<file path="src/rtl/clock_gen_bank.sv">
// Bank of NUM_CH independently programmable divided clocks derived from clk.
// Each channel runs a small IDLE/RUN/STOPPING FSM around a half-period down-counter.
//
//   state      | meaning
//   -----------+-----------------------------------------------------------
//   S_IDLE     | channel parked, clk_out low, counter cleared
//   S_RUN      | counting half-periods, clk_out toggles on terminal count
//   S_STOPPING | enable dropped while high; finishing the high phase
module clock_gen_bank #(
   parameter  int NUM_CH     = 13,
   parameter  int HP_W       = 8,
   parameter  int DEFAULT_HP = 1,
   localparam int CH_W       = (NUM_CH > 1) ? $clog2(NUM_CH) : 1
) (
   input  logic              clk,
   input  logic              rst,
   input  logic [NUM_CH-1:0] clk_en,
   input  logic              sync_start,
   input  logic              cfg_wr,
   input  logic [CH_W-1:0]   cfg_ch,
   input  logic [HP_W-1:0]   cfg_hp,
   output logic              cfg_err,
   output logic [NUM_CH-1:0] clk_out,
   output logic [NUM_CH-1:0] clk_rise,
   output logic [NUM_CH-1:0] busy
);

   typedef enum logic [1:0] {
      S_IDLE     = 2'd0,
      S_RUN      = 2'd1,
      S_STOPPING = 2'd2
   } state_t;

   state_t            state_q   [NUM_CH];
   state_t            state_d   [NUM_CH];
   logic [HP_W-1:0]   cnt_q     [NUM_CH];
   logic [HP_W-1:0]   cnt_d     [NUM_CH];
   logic [HP_W-1:0]   hp_shadow [NUM_CH];
   logic [HP_W-1:0]   reload    [NUM_CH];
   logic [NUM_CH-1:0] out_d;
   logic [NUM_CH-1:0] rise_d;
   logic              cfg_ok;

   assign cfg_ok = cfg_wr && (cfg_hp != '0) && (32'(cfg_ch) < NUM_CH);

   always_ff @(posedge clk) begin
      if (rst) begin
         for (int i = 0; i < NUM_CH; i++) begin
            hp_shadow[i] <= HP_W'(DEFAULT_HP);
         end
         cfg_err <= 1'b0;
      end else begin
         if (cfg_ok) begin
            hp_shadow[cfg_ch] <= cfg_hp;
         end
         cfg_err <= cfg_wr && !cfg_ok;
      end
   end

   // The counter holds remaining cycles of the current half-period, so a new
   // half-period only takes effect when it is reloaded at the next toggle.
   always_comb begin
      state_d = state_q;
      cnt_d   = cnt_q;
      out_d   = clk_out;
      rise_d  = '0;
      for (int i = 0; i < NUM_CH; i++) begin
         reload[i] = hp_shadow[i] - HP_W'(1);
         case (state_q[i])
            S_IDLE: begin
               if (clk_en[i]) begin
                  state_d[i] = S_RUN;
                  cnt_d[i]   = reload[i];
                  out_d[i]   = 1'b0;
               end
            end
            S_RUN, S_STOPPING: begin
               if (sync_start && clk_en[i]) begin
                  state_d[i] = S_RUN;
                  cnt_d[i]   = reload[i];
                  out_d[i]   = 1'b0;
               end else if (clk_en[i]) begin
                  state_d[i] = S_RUN;
                  if (cnt_q[i] == '0) begin
                     cnt_d[i] = reload[i];
                     out_d[i] = !clk_out[i];
                  end else begin
                     cnt_d[i] = cnt_q[i] - HP_W'(1);
                  end
               end else if (!clk_out[i]) begin
                  state_d[i] = S_IDLE;
                  cnt_d[i]   = '0;
               end else if (cnt_q[i] == '0) begin
                  state_d[i] = S_IDLE;
                  cnt_d[i]   = '0;
                  out_d[i]   = 1'b0;
               end else begin
                  state_d[i] = S_STOPPING;
                  cnt_d[i]   = cnt_q[i] - HP_W'(1);
               end
            end
            default: begin
               state_d[i] = S_IDLE;
               cnt_d[i]   = '0;
               out_d[i]   = 1'b0;
            end
         endcase
         rise_d[i] = !clk_out[i] && out_d[i];
      end
   end

   always_ff @(posedge clk) begin
      if (rst) begin
         for (int i = 0; i < NUM_CH; i++) begin
            state_q[i] <= S_IDLE;
            cnt_q[i]   <= '0;
         end
         clk_out  <= '0;
         clk_rise <= '0;
      end else begin
         state_q  <= state_d;
         cnt_q    <= cnt_d;
         clk_out  <= out_d;
         clk_rise <= rise_d;
      end
   end

   always_comb begin
      busy = '0;
      for (int i = 0; i < NUM_CH; i++) begin
         busy[i] = (state_q[i] != S_IDLE);
      end
   end

endmodule

</file>
<file path="config.mk">
export PLATFORM = sky130hd
export DESIGN_NAME = clock_gen_bank
export DESIGN_NICKNAME = d
export VERILOG_FILES = /design/src/rtl/clock_gen_bank.sv
export SDC_FILE = /design/constraint.sdc
export NUM_CORES = 1
export LEC_CHECK = 0
export ABC_CLOCK_PERIOD_IN_PS = 5400
export CORE_MARGIN = 2
export CORE_UTILIZATION = 62
export DETAILED_ROUTE_END_ITERATION = 12
export GPL_TIMING_DRIVEN = 1
export PLACE_DENSITY = 0.9
export REMOVE_ABC_BUFFERS = 1
export SLEW_MARGIN = 20
export SYNTH_ARGS = -nofsm -noshare
export SYNTH_HDL_FRONTEND = slang
export SYNTH_SLANG_ARGS = --single-unit
</file>
<file path="constraint.sdc">
create_clock -name clk -period 5.4 [get_ports clk]
set_clock_uncertainty 0.15 [all_clocks]
set_input_delay 0.54 -clock clk [delete_from_list [all_inputs] [get_ports clk]]
set_output_delay 0.54 -clock clk [all_outputs]
set_load 0.03 [all_outputs]
</file>
==> flow_summary.toml <==
[status]
status = "completed"

[synthesis]
synth-xor-area-share_pct = 4.84
yosysSeqAreaShare_pct = 40.7
synth_ff_type = "dfxtp_1"
ys_ff_latch = 261
synthSimpleGateAreaFrac_pct = 25.5
synth_top_cell_by_area = "dfxtp_1"
async_reset_ff_share_pct = 0
syn_area_sq_um = 15400
synth_compound_area_share_pct = 18.4
synth_mux_area_share_pct = 0.423
synthAdderAreaFrac_pct = 5.28
syn_inst = 1803
synth_top_family_by_area = "simple AND/OR/NAND/NOR gates"
yosys-top-cells-count = "nand2_1 (204), nor2_1 (204), dfxtp_1 (157), inv_1 (134), edfxtp_1 (104)"
synth_edf_count = 104
synth_area_leaders = "dfxtp_1 (20%), edfxtp_1 (20%), ha_1 (5.3%)"
ys_types = 84
avgSynthCellArea_sq_um = 8.53
synth_top_area_share_pct = 20.4
yosysWarnings = 0

[detailed_routing]
totalWireLength_um = 40600
num_vias = 14400
ant_nets = 0
wl_per_cell_um = 18.5
drtIter0Drc = 1451
viasPerCell = 6.56
first_pass_iters = 6
drc_errors = 0

[placed_design]
portBuffers = 68
gp_congestion = 0.917
dp_hpwl_um = 27500
dpl_cell_area_sq_um = 16300
place_inst = 2139
pre_cts_slack_ps = 1540

[worst_setup_path]
crit_fanout = 24
required_ps = 5430
crit_type = "in -> reg"
worstPathArrival_ps = 3470
worst_setup_path_end_kind = "flop"
worstSetupStartpointType = "primary input"

[floorplan]
num_rows = 57
die_w_um = 162
start_util_pct = 63.3
num_io_pins = 69
die_y_um = 162
dieArea_sq_um = 26100
design.core.area_sq_um = 24300

[clock_tree]
clock-root-buffer = "clkbuf_16"
cts_sinks = 261
hold_buffers = 0
cts_tree = "done"
cts.reportedPaths.clkPinSlew_ps = 70
clock_latency_ps = 560
cts_resized = 0
cts_buffers = 27
cts_setup_buffers = 0
cts.htree.levels = 1
max-clock-path-buffers = 3

[power]
report.power.total_mw = 5.42
p_leak_nw = 6.29
peakVddDrop_mv = 0.243
power_density_nw_per_um2 = 314

[timing]
setup-tns-final_ps = 0
worstMarginPinSlew_ps = 1080
slew_violations = 0
setup_viol = 0
layout_setup_ws_ps = 1960
holdWs_ps = 253
slew_headroom_pct = 27.1
finalCritPeriodShare_pct = 63.7
hold_violations = 0
fmax_mhz = 291
grt_setup_unrepaired = "no"
fin_crit_ps = 3440

[grt]
grt_pass1_vias = 13400
grt.overflow.total = 0
antenna_found_initial = 1
grt_pass1_wl_um = 65200
grt_max_degree = 49
grt.total_usage_pct = 30.0

[cells_and_area]
multi_input_area_sq_um = 8390
final_area_sq_um = 17200
drive_gt1_share_pct = 4.72
antenna_cells = 0
synthToLayoutAreaGrowth_pct = 12.0
fin_nets = 1938
finalNonFillerCells = 2189
regArea_sq_um = 6270
fillers = 1760
final_util_pct = 70.8

[job]
cap_violations = 0

[hold_path]
worst_hold_path_type = "in -> reg"
## cell usage in the layout (no fill, tap or decap), types with 7 or more instances in the layout
cell,instances
or3_1,32
inv_1,134
o221ai_1,9
a22o_1,17
nor3b_1,13
edfxtp_1,104
clkbuf_16,27
o32ai_1,13
nand3_1,28
clkdlybuf4s50_1,66
clkinvlp_4,7
nor4b_1,17
and2_1,12
ha_1,65
o211ai_1,18
or2_2,7
nor3_1,78
and3_1,11
or4_1,21
nor4_1,45
a41o_1,7
dfxtp_1,157
a211oi_1,19
a21oi_1,70
a21o_1,7
nand2b_1,26
nor2_1,204
o22ai_1,31
a31oi_1,33
o21ai_0,86
nand2_1,204
xnor2_1,40
xor2_1,45
o31ai_1,13
nor2b_1,44
a22oi_1,9
## kinds of logic (layout without fill, tap and decap cells)
family | Yosys count | after routing
simple gates | 779 | 779
compound gates | 412 | 412
flops | 261 | 261
buf+inv | 195 | 257
xor+xnor | 85 | 85
fa+ha+maj | 65 | 65
mux | 6 | 6
## final timing paths
kind	slack, ps	endpoint	cells past startpoint	startpoint
hold / removal	250	state_q[22]$_SDFFE_PP0P_	2	rst
setup / recovery	1960	hp_shadow[12][3]$_SDFFCE_PN0P_	5	cfg_ch[1]
hold reg to reg	320	state_q[24]$_SDFFE_PP0P_	2	state_q[24]$_SDFFE_PP0P_
setup reg to reg	2560	clk_out[12]$_SDFF_PP0_	9	cnt_q[0]$_SDFFE_PP0P_
## power breakdown
group / switching (mW) / total, mW / internal [mW]
clock: 0.841 / 2.05 / 1.21
combinational: 0.618 / 1.02 / 0.405
sequential: 0.157 / 2.35 / 2.19
total: 1.62 / 5.42 / 3.80
## state kept, by name, summed over array words and instances, names as in the netlist
name / count
clk_rise: 13
clk_out: 13
state_q: 26
cnt_q: 104
cfg_err: 1
hp_shadow: 104
## worst max-delay path: stages
cell	delay (ps)
clkdlybuf4s50_1	540
o211a_1	310
a2111oi_4	480
nand2_1	570
o21ai_0	1010
## cell type report
cell class | instances | area share [%]
inverter | 135 | 2.94
clock buffer | 28 | 3.94
sequential | 261 | 36.4
multi-input combinational | 1347 | 48.7
timing repair buffer | 72 | 4.08
tap | 324 | 2.35
clock inverter | 22 | 1.65
## layer usage
layer / vias up / part of all wire [%] / global-route usage (%)
met4: 2 / 4.4 / 13.7
met5: - / 0.032 / 0
li1: 6682 / - / -
met2: 816 / 47 / 50.9
met1: 6691 / 40 / 37.5
met3: 167 / 8.7 / 5.26
Power figures use the tool's default switching activity.
==> variant, RTL diff (same flow settings) <==
Set the parameter `NUM_CH` to 12 (it was 13).
--- a/src/rtl/clock_gen_bank.sv
+++ b/src/rtl/clock_gen_bank.sv
@@ -7,7 +7,7 @@
 //   S_RUN      | counting half-periods, clk_out toggles on terminal count
 //   S_STOPPING | enable dropped while high; finishing the high phase
 module clock_gen_bank #(
-   parameter  int NUM_CH     = 13,
+   parameter  int NUM_CH     = 12,
    parameter  int HP_W       = 8,
    parameter  int DEFAULT_HP = 1,
    localparam int CH_W       = (NUM_CH > 1) ? $clog2(NUM_CH) : 1
Ports: changed (resized busy, clk_en, clk_out and clk_rise); port bits go from 69 to 65. The function was not compared with the original's and may differ.
==> variant against the unedited design <==
- cell area decreased by 6.5%
- power shrank 9.0%
- synthesized area is 6.3% lower
- wire length shrank 13%
- sequential cell count down 20
- largest cell class unchanged
- non-clock buffer count decreased by 4
- sequential share of layout area down 0.44 points
- largest power group unchanged
- setup slack better by 0.49 ns
==> variant: results (changes against the unedited design) <==
clock_network:
  insertion_delay_ns: 0.54  # was 0.56 ns
power_and_ir_drop:
  p_leak_uw: 0.005970  # was 0.006293 µW
  pg_seq_uw: 2160  # was 2350 µW
  peakVddDrop_mv: 0.2379  # was 0.2434 mV
  comb_cell_power_uw: 938  # was 1020 µW
  swShare_pct: 29.27  # was 29.83%
global_routing:
  grt_pass1_vias: 12260  # was 13430
  grt_pass1_wl_mm: 58.31  # was 65.20 mm
  grtUsageMet1_pct: 35.45  # was 37.47%
  met3_usage_pct: 4.265  # was 5.265%
synth:
  synthTopCellsByArea: "dfxtp_1, edfxtp_1, ha_1"  # unchanged
  ys_types: 87  # was 84
  yosysSeqAreaShare_pct: 40.11  # was 40.72%
  netlist_instances: 1654  # was 1803
  synth_common_cells: "dfxtp_1, nor2_1, nand2_1, inv_1, edfxtp_1"  # was nand2_1, nor2_1, dfxtp_1, inv_1, edfxtp_1
place:
  place_congestion: 0.9581  # was 0.9172
  port_buffers: 64  # was 68
  dp.cells: 1952  # was 2139
final_layout:
  layout-drive-gt1-share_pct: 5.364  # was 4.718%
  instances_no_fill: 2001  # was 2189
  top_regs: "cnt_q (96), hp_shadow (96), state_q (24)"  # was cnt_q (104), hp_shadow (104), state_q (26)
  n_fill_cell: 1634  # was 1760
route:
  routed_wl_mm: 35.28  # was 40.55 mm
  highest_layer: "met4"  # was met5
  vias: 12930  # was 14360
  drt_first_iter_violations: 1079  # was 1451
worst_setup_path:
  critPathCapture: "hp_shadow[1][1]$_SDFFCE_PN0P_"  # was hp_shadow[12][3]$_SDFFCE_PN0P_
  crit_fanout: 13  # was 24
  arrival_ns: 2.95  # was 3.47 ns
  rr_endpoint: "clk_rise[8]$_SDFF_PP0_"  # was clk_out[12]$_SDFF_PP0_
hold_path:
  whs_endpoint: "state_q[6]$_SDFFE_PP0P_"  # was state_q[22]$_SDFFE_PP0P_
timing:
  fin_hold_ws_ns: 0.2945  # was 0.2528 ns
  period_share_pct: 54.64  # was 63.68%
outcome:
  status: "completed"  # unchanged
variant: cell count changes in the layout (fill, tap and decap cells not counted), moves of 13 or more:
cell,before,now
o21ai_1,1,18
nor3_1,78,94
and2_1,12,87
inv_1,134,114
nor2b_1,44,31
nand2_1,204,131
nor2_1,204,136
a31oi_1,33,19
variant: logic make-up after synthesis:
kind of cell               synth area share [%]
AOI/OAI and AO/OA                         16.77
xor gates and xnor gates                  5.404
adders and majority gates                 5.204
buffers and inverters                     4.562
DFF                                       40.11
muxes                                    0.9541
and+or+nand+nor                           27.00
variant: worst max-delay path: cells and delay by family:
kind / cells / cell delay (ns)
buffers and inverters: 1 / 0.90
AND/OR/NAND/NOR: 3 / 0.55
AO/OA/AOI/OAI: 1 / 0.95
variant: final cells by class:
type                    count  share of cell area (%)
multi-input cells        1241                   49.56
flip-flops and latches    241                   35.93
clock buffers              34                   4.491
repair buffers             68                   4.118
inverters                 117                   2.727
well taps                 285                   2.214
clock inverters            14                  0.9402
diodes                      1                 0.01554
